===== src/rtl/mem_arbiter.sv =====
// Arbitrates dcache/icache requests onto the single memory port and routes each
// completion back to the requester that owns its memory tag.
module mem_arbiter #(
  parameter int unsigned XLEN         = 32,
  parameter int unsigned STARVE_LIMIT = 8
) (
  input  logic            clock,
  input  logic            reset,
  input  logic [1:0]      dcache2ctlr_command,
  input  logic [XLEN-1:0] dcache2ctlr_addr,
  input  logic [63:0]     dcache2ctlr_data,
  input  logic [1:0]      icache2ctlr_command,
  input  logic [XLEN-1:0] icache2ctlr_addr,
  output logic [1:0]      proc2mem_command,
  output logic [XLEN-1:0] proc2mem_addr,
  output logic [63:0]     proc2mem_data,
  input  logic [3:0]      mem2proc_response,
  input  logic [63:0]     mem2proc_data,
  input  logic [3:0]      mem2proc_tag,
  output logic [3:0]      Ctlr2proc_response,
  output logic [63:0]     Ctlr2proc_data,
  output logic [3:0]      Ctlr2proc_tag,
  output logic [3:0]      Imem2proc_response,
  output logic [63:0]     Imem2proc_data,
  output logic [3:0]      Imem2proc_tag,
  output logic [4:0]      outstanding
);

  typedef enum logic [1:0] {
    BUS_NONE  = 2'd0,
    BUS_LOAD  = 2'd1,
    BUS_STORE = 2'd2,
    BUS_RSVD  = 2'd3
  } bus_cmd_e;

  typedef enum logic [1:0] {
    WIN_NONE,
    WIN_DCACHE,
    WIN_ICACHE
  } winner_e;

  typedef enum logic {
    OWN_DCACHE = 1'b0,
    OWN_ICACHE = 1'b1
  } owner_e;

  localparam logic [3:0] STARVE_MAX = 4'(STARVE_LIMIT);

  logic [15:0] tag_valid;
  owner_e      tag_owner [16];
  logic [3:0]  starve_cnt;
  logic [4:0]  outstanding_q;

  logic        d_req;
  logic        i_req;
  winner_e     winner;
  logic        accept;
  logic        comp_hit;
  owner_e      comp_owner;
  logic [15:0] valid_next;
  logic [4:0]  pop_next;
  logic [3:0]  starve_next;

  // Arbitration: forced icache priority once the starvation counter saturates
  always_comb begin
    d_req  = bus_cmd_e'(dcache2ctlr_command) != BUS_NONE;
    i_req  = bus_cmd_e'(icache2ctlr_command) != BUS_NONE;
    winner = WIN_NONE;
    if (i_req && (starve_cnt == STARVE_MAX)) winner = WIN_ICACHE;
    else if (d_req)                           winner = WIN_DCACHE;
    else if (i_req)                           winner = WIN_ICACHE;
  end

  always_comb begin
    proc2mem_command   = BUS_NONE;
    proc2mem_addr      = '0;
    proc2mem_data      = '0;
    Ctlr2proc_response = '0;
    Imem2proc_response = '0;
    case (winner)
      WIN_DCACHE: begin
        proc2mem_command   = dcache2ctlr_command;
        proc2mem_addr      = dcache2ctlr_addr;
        proc2mem_data      = (bus_cmd_e'(dcache2ctlr_command) == BUS_STORE) ? dcache2ctlr_data : '0;
        Ctlr2proc_response = mem2proc_response;
      end
      WIN_ICACHE: begin
        proc2mem_command   = icache2ctlr_command;
        proc2mem_addr      = icache2ctlr_addr;
        Imem2proc_response = mem2proc_response;
      end
      default: ;
    endcase
  end

  assign accept = (winner != WIN_NONE) && (mem2proc_response != '0);

  // Completion routing reads the table before this edge's allocation lands
  always_comb begin
    comp_hit      = (mem2proc_tag != '0) && tag_valid[mem2proc_tag];
    comp_owner    = tag_owner[mem2proc_tag];
    Ctlr2proc_tag = '0;
    Imem2proc_tag = '0;
    if (comp_hit) begin
      if (comp_owner == OWN_DCACHE) Ctlr2proc_tag = mem2proc_tag;
      else                          Imem2proc_tag = mem2proc_tag;
    end
  end

  assign Ctlr2proc_data = mem2proc_data;
  assign Imem2proc_data = mem2proc_data;

  // Allocation is applied after the clear so a same-tag accept keeps the entry valid
  always_comb begin
    valid_next = tag_valid;
    if (comp_hit) valid_next[mem2proc_tag] = 1'b0;
    if (accept)   valid_next[mem2proc_response] = 1'b1;
    pop_next = '0;
    for (int unsigned i = 0; i < 16; i++) pop_next = pop_next + 5'(valid_next[i]);
  end

  always_comb begin
    starve_next = starve_cnt;
    if (!i_req)                                            starve_next = '0;
    else if (winner == WIN_ICACHE && mem2proc_response != '0) starve_next = '0;
    else if (winner == WIN_DCACHE && starve_cnt != STARVE_MAX) starve_next = starve_cnt + 4'd1;
  end

  always_ff @(posedge clock or negedge reset) begin
    if (!reset) begin
      tag_valid     <= '0;
      starve_cnt    <= '0;
      outstanding_q <= '0;
      for (int unsigned i = 0; i < 16; i++) tag_owner[i] <= OWN_DCACHE;
    end else begin
      tag_valid     <= valid_next;
      starve_cnt    <= starve_next;
      outstanding_q <= pop_next;
      if (accept)
        tag_owner[mem2proc_response] <= (winner == WIN_ICACHE) ? OWN_ICACHE : OWN_DCACHE;
    end
  end

  assign outstanding = outstanding_q;

endmodule


===== config.mk =====
export PLATFORM = sky130hd
export DESIGN_NAME = mem_arbiter
export DESIGN_NICKNAME = d
export VERILOG_FILES = /design/src/rtl/mem_arbiter.sv
export SDC_FILE = /design/constraint.sdc
export NUM_CORES = 1
export LEC_CHECK = 0
export BUFFER_PORTS_ARGS = -buffer_cell sky130_fd_sc_hd__buf_2
export CORE_AREA = 5 5 171 173
export DETAILED_ROUTE_END_ITERATION = 10
export DIE_AREA = 0 0 176 178
export HOLD_SLACK_MARGIN = 0.05
export PLACE_DENSITY = 0.5
export SLEW_MARGIN = 20
export SYNTH_ARGS = -nofsm -noshare
export SYNTH_HDL_FRONTEND = slang
export SYNTH_SLANG_ARGS = --single-unit

===== constraint.sdc =====
create_clock -name clock -period 5.72 [get_ports clock]
set_input_delay 0.858 -clock clock [delete_from_list [all_inputs] [get_ports clock]]
set_output_delay 0.858 -clock clock [all_outputs]
set_load 0.01 [all_outputs]

# Yosys cells after proc, flatten, opt, wreduce, memory -nomap -nowiden

Cells that the tools add are included.

Bitwise gates (word level): 5
$add $sub $neg: 16
Mux-type cells: 31
Reductions and logical operators: 13
Equality and inequality tests: 6
$lt $le $gt $ge: 7

Operators by type and width:

| operator              | count |
|---|---|
| $mux W64              | 2 |
| $pmux W32 S2          | 1 |
| $add A5 B1 Y5         | 11 |
| $mux W4               | 9 |
| $mux W16              | 2 |
| $and A16 B16 Y16      | 1 |
| $bwmux W16            | 1 |
| $not A16 Y16          | 1 |
| $or A16 B16 Y16       | 1 |
| $demux W1 S4          | 3 |
| $ge A5 B5 Y1 const B  | 2 |
| $lt A4 B5 Y1 const B  | 2 |
| $not A4 Y5            | 2 |
| $bmux W1 S4           | 2 |
| $ge A4 B1 Y1 const B  | 2 |
| $logic_and A1 B1 Y1   | 8 |
| $reduce_bool A4 Y1    | 2 |
| $mux W1               | 7 |
| $mux W2               | 3 |
| $reduce_bool A2 Y1    | 3 |
| $add A4 B1 Y5         | 1 |
| $lt A5 B1 Y1 const B  | 1 |
| $add A3 B1 Y4         | 1 |
| $add A4 B1 Y4 const B | 1 |
| 8 further kinds       | 9 |

Logic and storage cells: 97
Input port bits: 206
Output and inout port bits: 247
Flip-flop bits (word level): 41

# Longest topological paths before layout

Depth in word-level cells: 24
Mapped depth: 17
Gate-level depth less buffers: 16

# Least setup slack after synthesis

No wires, ideal clock.

Path type: input-to-reg
Start point: in dcache2ctlr_command[0]
End point: reg outstanding_q[4] (netlist: outstanding[4])
Cell stages on the path: 15
Path slack: 927 ps
Data arrival time: 4728 ps
Path buffers: 0
Setup time: 64 ps
Path through: or4_4 -> and3_1 -> nand3_1 -> a21bo_2 -> fa_1 -> fa_1 -> inv_1 -> fa_1 -> inv_1 -> fa_1 -> ha_1 -> inv_1 -> fa_1 -> nor2b_1 -> o21a_1

RTL lines:

| what                   | RTL line | text |
|---|---|---|
| start: declaration     | 9        | `input logic [1:0] dcache2ctlr_command,` |
| $reduce_bool A2 Y1     | 66       | `d_req = bus_cmd_e'(dcache2ctlr_command) != BUS_NONE;` |
| $mux W2                | 70       | `else if (d_req) winner = WIN_DCACHE;` |
| $mux W2                | 69       | `if (i_req && (starve_cnt == STARVE_MAX)) winner = WIN_ICACHE;` |
| $reduce_bool A2 Y1     | 96       | `assign accept = (winner != WIN_NONE) && (mem2proc_response != '0);` |
| $logic_and A1 B1 Y1    | 96       |  |
| $mux W16               | 117      | `if (accept) valid_next[mem2proc_response] = 1'b1;` |
| net valid_next[15]     | 60       | `logic [15:0] valid_next;` |
| $add A5 B1 Y5          | 119      | `for (int unsigned i = 0; i < 16; i++) pop_next = pop_next + 5'(valid_next[i]);` |
| net pop_next[4]        | 61       | `logic [4:0] pop_next;` |
| end signal: assignment | 138      | `outstanding_q <= pop_next;` |
| end: declaration       | 52       | `logic [4:0] outstanding_q;` |

The timed path passes the listed nets, and every way through them passes these cells.
A chain may end at the register's enable or synchronous reset.

# Worst setup path after layout

Start point: in mem2proc_tag[1]
End point: reg outstanding_q[4] (netlist: outstanding[4])

RTL lines:

| what                                                               | RTL line | text |
|---|---|---|
| start: declaration                                                 | 19       | `input logic [3:0] mem2proc_tag,` |
| $lt A4 B5 Y1 (implied by the code) or $ge A4 B1 Y1 (tied branches) | 116      | `if (comp_hit) valid_next[mem2proc_tag] = 1'b0;` |
| $logic_and A1 B1 Y1 (implied by the code)                          | 116      |  |
| $mux W1 (implied by the code)                                      | 116      |  |
| $demux W1 S4                                                       | 116      |  |
| $not A16 Y16 (no line)                                             | --       |  |
| $and A16 B16 Y16 (no line)                                         | --       |  |
| $mux W16 (*)                                                       | 116      |  |
| $or A16 B16 Y16 (no line)                                          | --       |  |
| $mux W16 (*)                                                       | 117      |  |
| net valid_next[11]                                                 | 60       |  |
| $add A5 B1 Y5 (*) (5 in series)                                    | 119      |  |
| net pop_next[4]                                                    | 61       |  |

The timed path passes the listed nets; every way through them passes the cells marked *. The select of a mux whose other input is x is not followed.

==> flow_summary.json <==
{
  "tritoncts": "built",
  "worst_setup_path_start_kind": "input pin",
  "detail-route-antenna-nets": 0,
  "ioPinCount": 453,
  "cts_inserted_buffers": 5,
  "min_path_type": "register to register",
  "synth_top_cell_by_area": "sky130_fd_sc_hd__dfrtp_1",
  "initial_utilization_pct": 15.5,
  "vias_in_the_first_global_route": 3944,
  "drcViolationCount": 0,
  "synthesis.instances": 484,
  "crit_slowest_cell": "sky130_fd_sc_hd__fa_1",
  "finalHoldViolCount": 0,
  "max-vdd-ir-drop_v": 0.000192,
  "dp_slack_ns": 0.520,
  "critical_path_class": "input pin to register",
  "antenna_violations_before_repair": 5,
  "floorplan.die.height_um": 178,
  "routed-via-count": 3797,
  "synth_xor_area_share_pct": 0.410,
  "synth.net_count": 707,
  "layout_min_cycle_time_ns": 4.97,
  "required_ns": 5.95,
  "critical_path.reg2reg.startpoint": "tag_valid[11]",
  "critPathMaxFanout": 20,
  "cellLeakagePower_nw": 2.74,
  "fin_skew_ns": 0.00688,
  "worstPathArrival_ns": 5.20,
  "finalMaxSlewViolations": 0,
  "core-area_um2": 27500,
  "crit_path_frequent_cell": "sky130_fd_sc_hd__fa_1",
  "dr.pass1.iters": 4,
  "post-route-worst-setup-slack_ns": 0.752,
  "synth_top_family_by_area": "buffers and inverters",
  "final.fill_count": 3127,
  "synth_top_area_share_pct": 24.0,
  "cts.sink_count": 41,
  "setup_viol": 0,
  "drt-initial-drc-count": 204,
  "gp_routability_congestion": 0.806,
  "routed_via_density": 3.99,
  "nets": 827,
  "cap_viol_max_count": 0,
  "cp-startpoint": "mem2proc_tag[1]",
  "drive_gt1_share_pct": 49.6,
  "synth-simple-area-share_pct": 20.2,
  "fin_tns_setup_ns": 0,
  "rsz_0062_raised_after_global_routing": "no",
  "max_slew.worst_pin.slew_ns": 0.951,
  "run_status": "finished clean",
  "placement.cell_area_um2": 5000,
  "clkLatencyLatePin_ns": 0.28,
  "cts.reportedPaths.clkPinSlew_ns": 0.06,
  "postCtsSetupRepairBufs": 0,
  "dp_hpwl_mm": 17.1,
  "synth.yosys.seq_area_share_pct": 24.0,
  "crit_path_max_incr_delay_ns": 0.51,
  "syn_area_um2": 4270,
  "die_w_um": 176,
  "cts_root_buf": "sky130_fd_sc_hd__clkbuf_16",
  "placement.io_buffers": 260,
  "area_growth_from_synthesis_to_final_layout_pct": 22.2,
  "htreeDepth": 2,
  "synth.mux.area_fraction_pct": 9.11,
  "endpoint_kind": "register",
  "synth-main-ff-cell": "sky130_fd_sc_hd__dfrtp_1",
  "detail_route.wl_per_cell_um": 20.7,
  "postCtsResizedCells": 0,
  "path_cells": "buf_2 > mux2i_1 > a21oi_1 > nand4_1 > a22o_1 > fa_1 > fa_1 > inv_1 > fa_1 > inv_1 > fa_1 > ha_1 > inv_1 > fa_1 > nor2b_1 > o21a_1",
  "share_of_synthesized_flip_flops_with_an_asynchronous_set_or_reset_pct": 100,
  "synth.lib_cells_used.distinct": 45,
  "globalRouteTotalUtil_pct": 11.7,
  "cellPowerDensity_nw_per_um2": 333,
  "fp.dieArea_um2": 31300,
  "overflow": 0,
  "maxSlewHeadroom_pct": 36.6,
  "synth.ff_latch_count": 41,
  "grt_start_max_net_pins": 42,
  "min_from": "tag_owner[15]",
  "synth.yosys.warnings": 0,
  "num_rows": 61,
  "clockBufferDepth": 2,
  "synth_compound_area_share_pct": 13.0,
  "drt-total-wl_mm": 19.7,
  "fin_crit_sh_pct": 86.9,
  "synth-edff-count": 0,
  "share_of_synthesized_cell_area_in_full_adder_half_adder_and_majority_cells_pct": 6.74,
  "post_cts_hold_buffer_count": 0,
  "avgSynthCellArea_um2": 8.82,
  "netlist_top_cells_area": "sky130_fd_sc_hd__dfrtp_1, sky130_fd_sc_hd__buf_4, sky130_fd_sc_hd__and2_1, sky130_fd_sc_hd__a22o_1, sky130_fd_sc_hd__fa_1",
  "first_pass_grt_wire_length_mm": 26.8,
  "fmax_mhz": 201,
  "finalInstanceArea_um2": 5220
}
[final cells by class]
| class | instances | area, um^2 | share of cell area, % |
|---|---|---|---|
| antenna | 1 | 2.50 | 0.0480 |
| clock buffer | 5 | 125 | 2.40 |
| clock inverter | 3 | 65.1 | 1.25 |
| inverter | 18 | 67.6 | 1.29 |
| multi-input combinational | 273 | 2140 | 41.0 |
| sequential | 41 | 1030 | 19.7 |
| tap | 346 | 433 | 8.30 |
| timing repair buffer | 265 | 1360 | 26.0 |
[worst paths after layout]
check | slack (ns) | cells after the start | to
worst max-delay path | 0.75 | 16 | outstanding[4]
worst min-delay path | 0.37 | 0 | tag_owner[15]
worst max register to register | 1.42 | 15 | outstanding[4]
worst min register to register | 0.37 | 0 | tag_owner[15]
max in group asynchronous | 4.40 | 1 | tag_owner[7]
min in group asynchronous | 0.71 | 1 | outstanding[2]
[synth_stat cells, types with 2 or more instances]
cell and count:
sky130_fd_sc_hd__nand2b_1 4, sky130_fd_sc_hd__a32oi_1 2, sky130_fd_sc_hd__ha_1 7, sky130_fd_sc_hd__mux4_2 5, sky130_fd_sc_hd__nor2b_1 7, sky130_fd_sc_hd__nand2_1 24
sky130_fd_sc_hd__a22o_1 36, sky130_fd_sc_hd__nand3b_1 3, sky130_fd_sc_hd__and2_1 72, sky130_fd_sc_hd__xnor2_1 2, sky130_fd_sc_hd__a21oi_1 10, sky130_fd_sc_hd__clkbuf_1 21
sky130_fd_sc_hd__buf_2 2, sky130_fd_sc_hd__mux2i_1 7, sky130_fd_sc_hd__nand3_1 13, sky130_fd_sc_hd__nor2_1 16, sky130_fd_sc_hd__and3_1 4, sky130_fd_sc_hd__dfrtp_1 41
sky130_fd_sc_hd__fa_1 10, sky130_fd_sc_hd__buf_4 128, sky130_fd_sc_hd__a21o_1 8, sky130_fd_sc_hd__mux2_2 16, sky130_fd_sc_hd__o211ai_1 2, sky130_fd_sc_hd__o21ai_0 5
sky130_fd_sc_hd__inv_1 18, sky130_fd_sc_hd__nand4_1 2
[cells in the final DEF, fill, tap and decap left out, drive strengths merged, types with 13 or more instances in the layout]
| master | instances |
|---|---|
| a22o | 36 |
| and2 | 72 |
| buf | 265 |
| dfrtp | 41 |
| inv | 18 |
| mux2 | 16 |
| nand2 | 24 |
| nand3 | 13 |
| nor2 | 16 |
[cells by family after synthesis]
kind of cell             Yosys count
AO/OA/AOI/OAI                     72
XOR/XNOR                           2
adder cells (fa/ha/maj)           17
buffers and inverters            170
flip-flops                        41
multiplexers                      29
AND/OR/NAND/NOR                  153
[state kept, by name, indices dropped and copies added (netlist names)]
name         flops
tag_valid       16
tag_owner       16
outstanding      5
starve_cnt       4
[critical path, delay by kind of cell]
kind | cells | cell delay (ns)
multiplexers | 1 | 0.15
AO/OA/AOI/OAI | 3 | 0.81
adder cells (fa/ha/maj) | 6 | 2.53
buffers and inverters | 4 | 0.56
AND/OR/NAND/NOR | 2 | 0.29
[power by group]
group          internal (mW)  leakage, nW  switching (mW)  total [mW]
Clock                  0.249       0.0938           0.116       0.366
Combinational          0.463         2.13           0.502       0.965
Sequential             0.373        0.509          0.0353       0.408
[per-layer routing]
layer  wire length [um]  part of all wire, %  global-route usage (%)
met1               6360                   32                    11.7
met2               9830                   50                    20.1
met3               2740                   14                    6.70
met4                752                  3.8                    4.42
met5                 13                0.066                       0
[metrics by stage]
| stage | util [%] | cells | power [mW] | hold slack (ns) |
|---|---|---|---|---|
| 6_report | 19.0 | 952 | 1.74 | 0.374 |
| 5_1_grt | 19.0 | 952 | 1.93 | 0.385 |
| 4_1_cts | 18.9 | 950 | 1.77 | 0.381 |
| 3_5_place_dp | 18.2 | 942 | 1.39 | 0.367 |
| 3_3_place_gp | 18.2 | 942 | 1.39 | 0.374 |
| 2_1_floorplan | - | 484 | 1.18 | 0.425 |
Note: power is estimated with default switching activity, not from simulation.
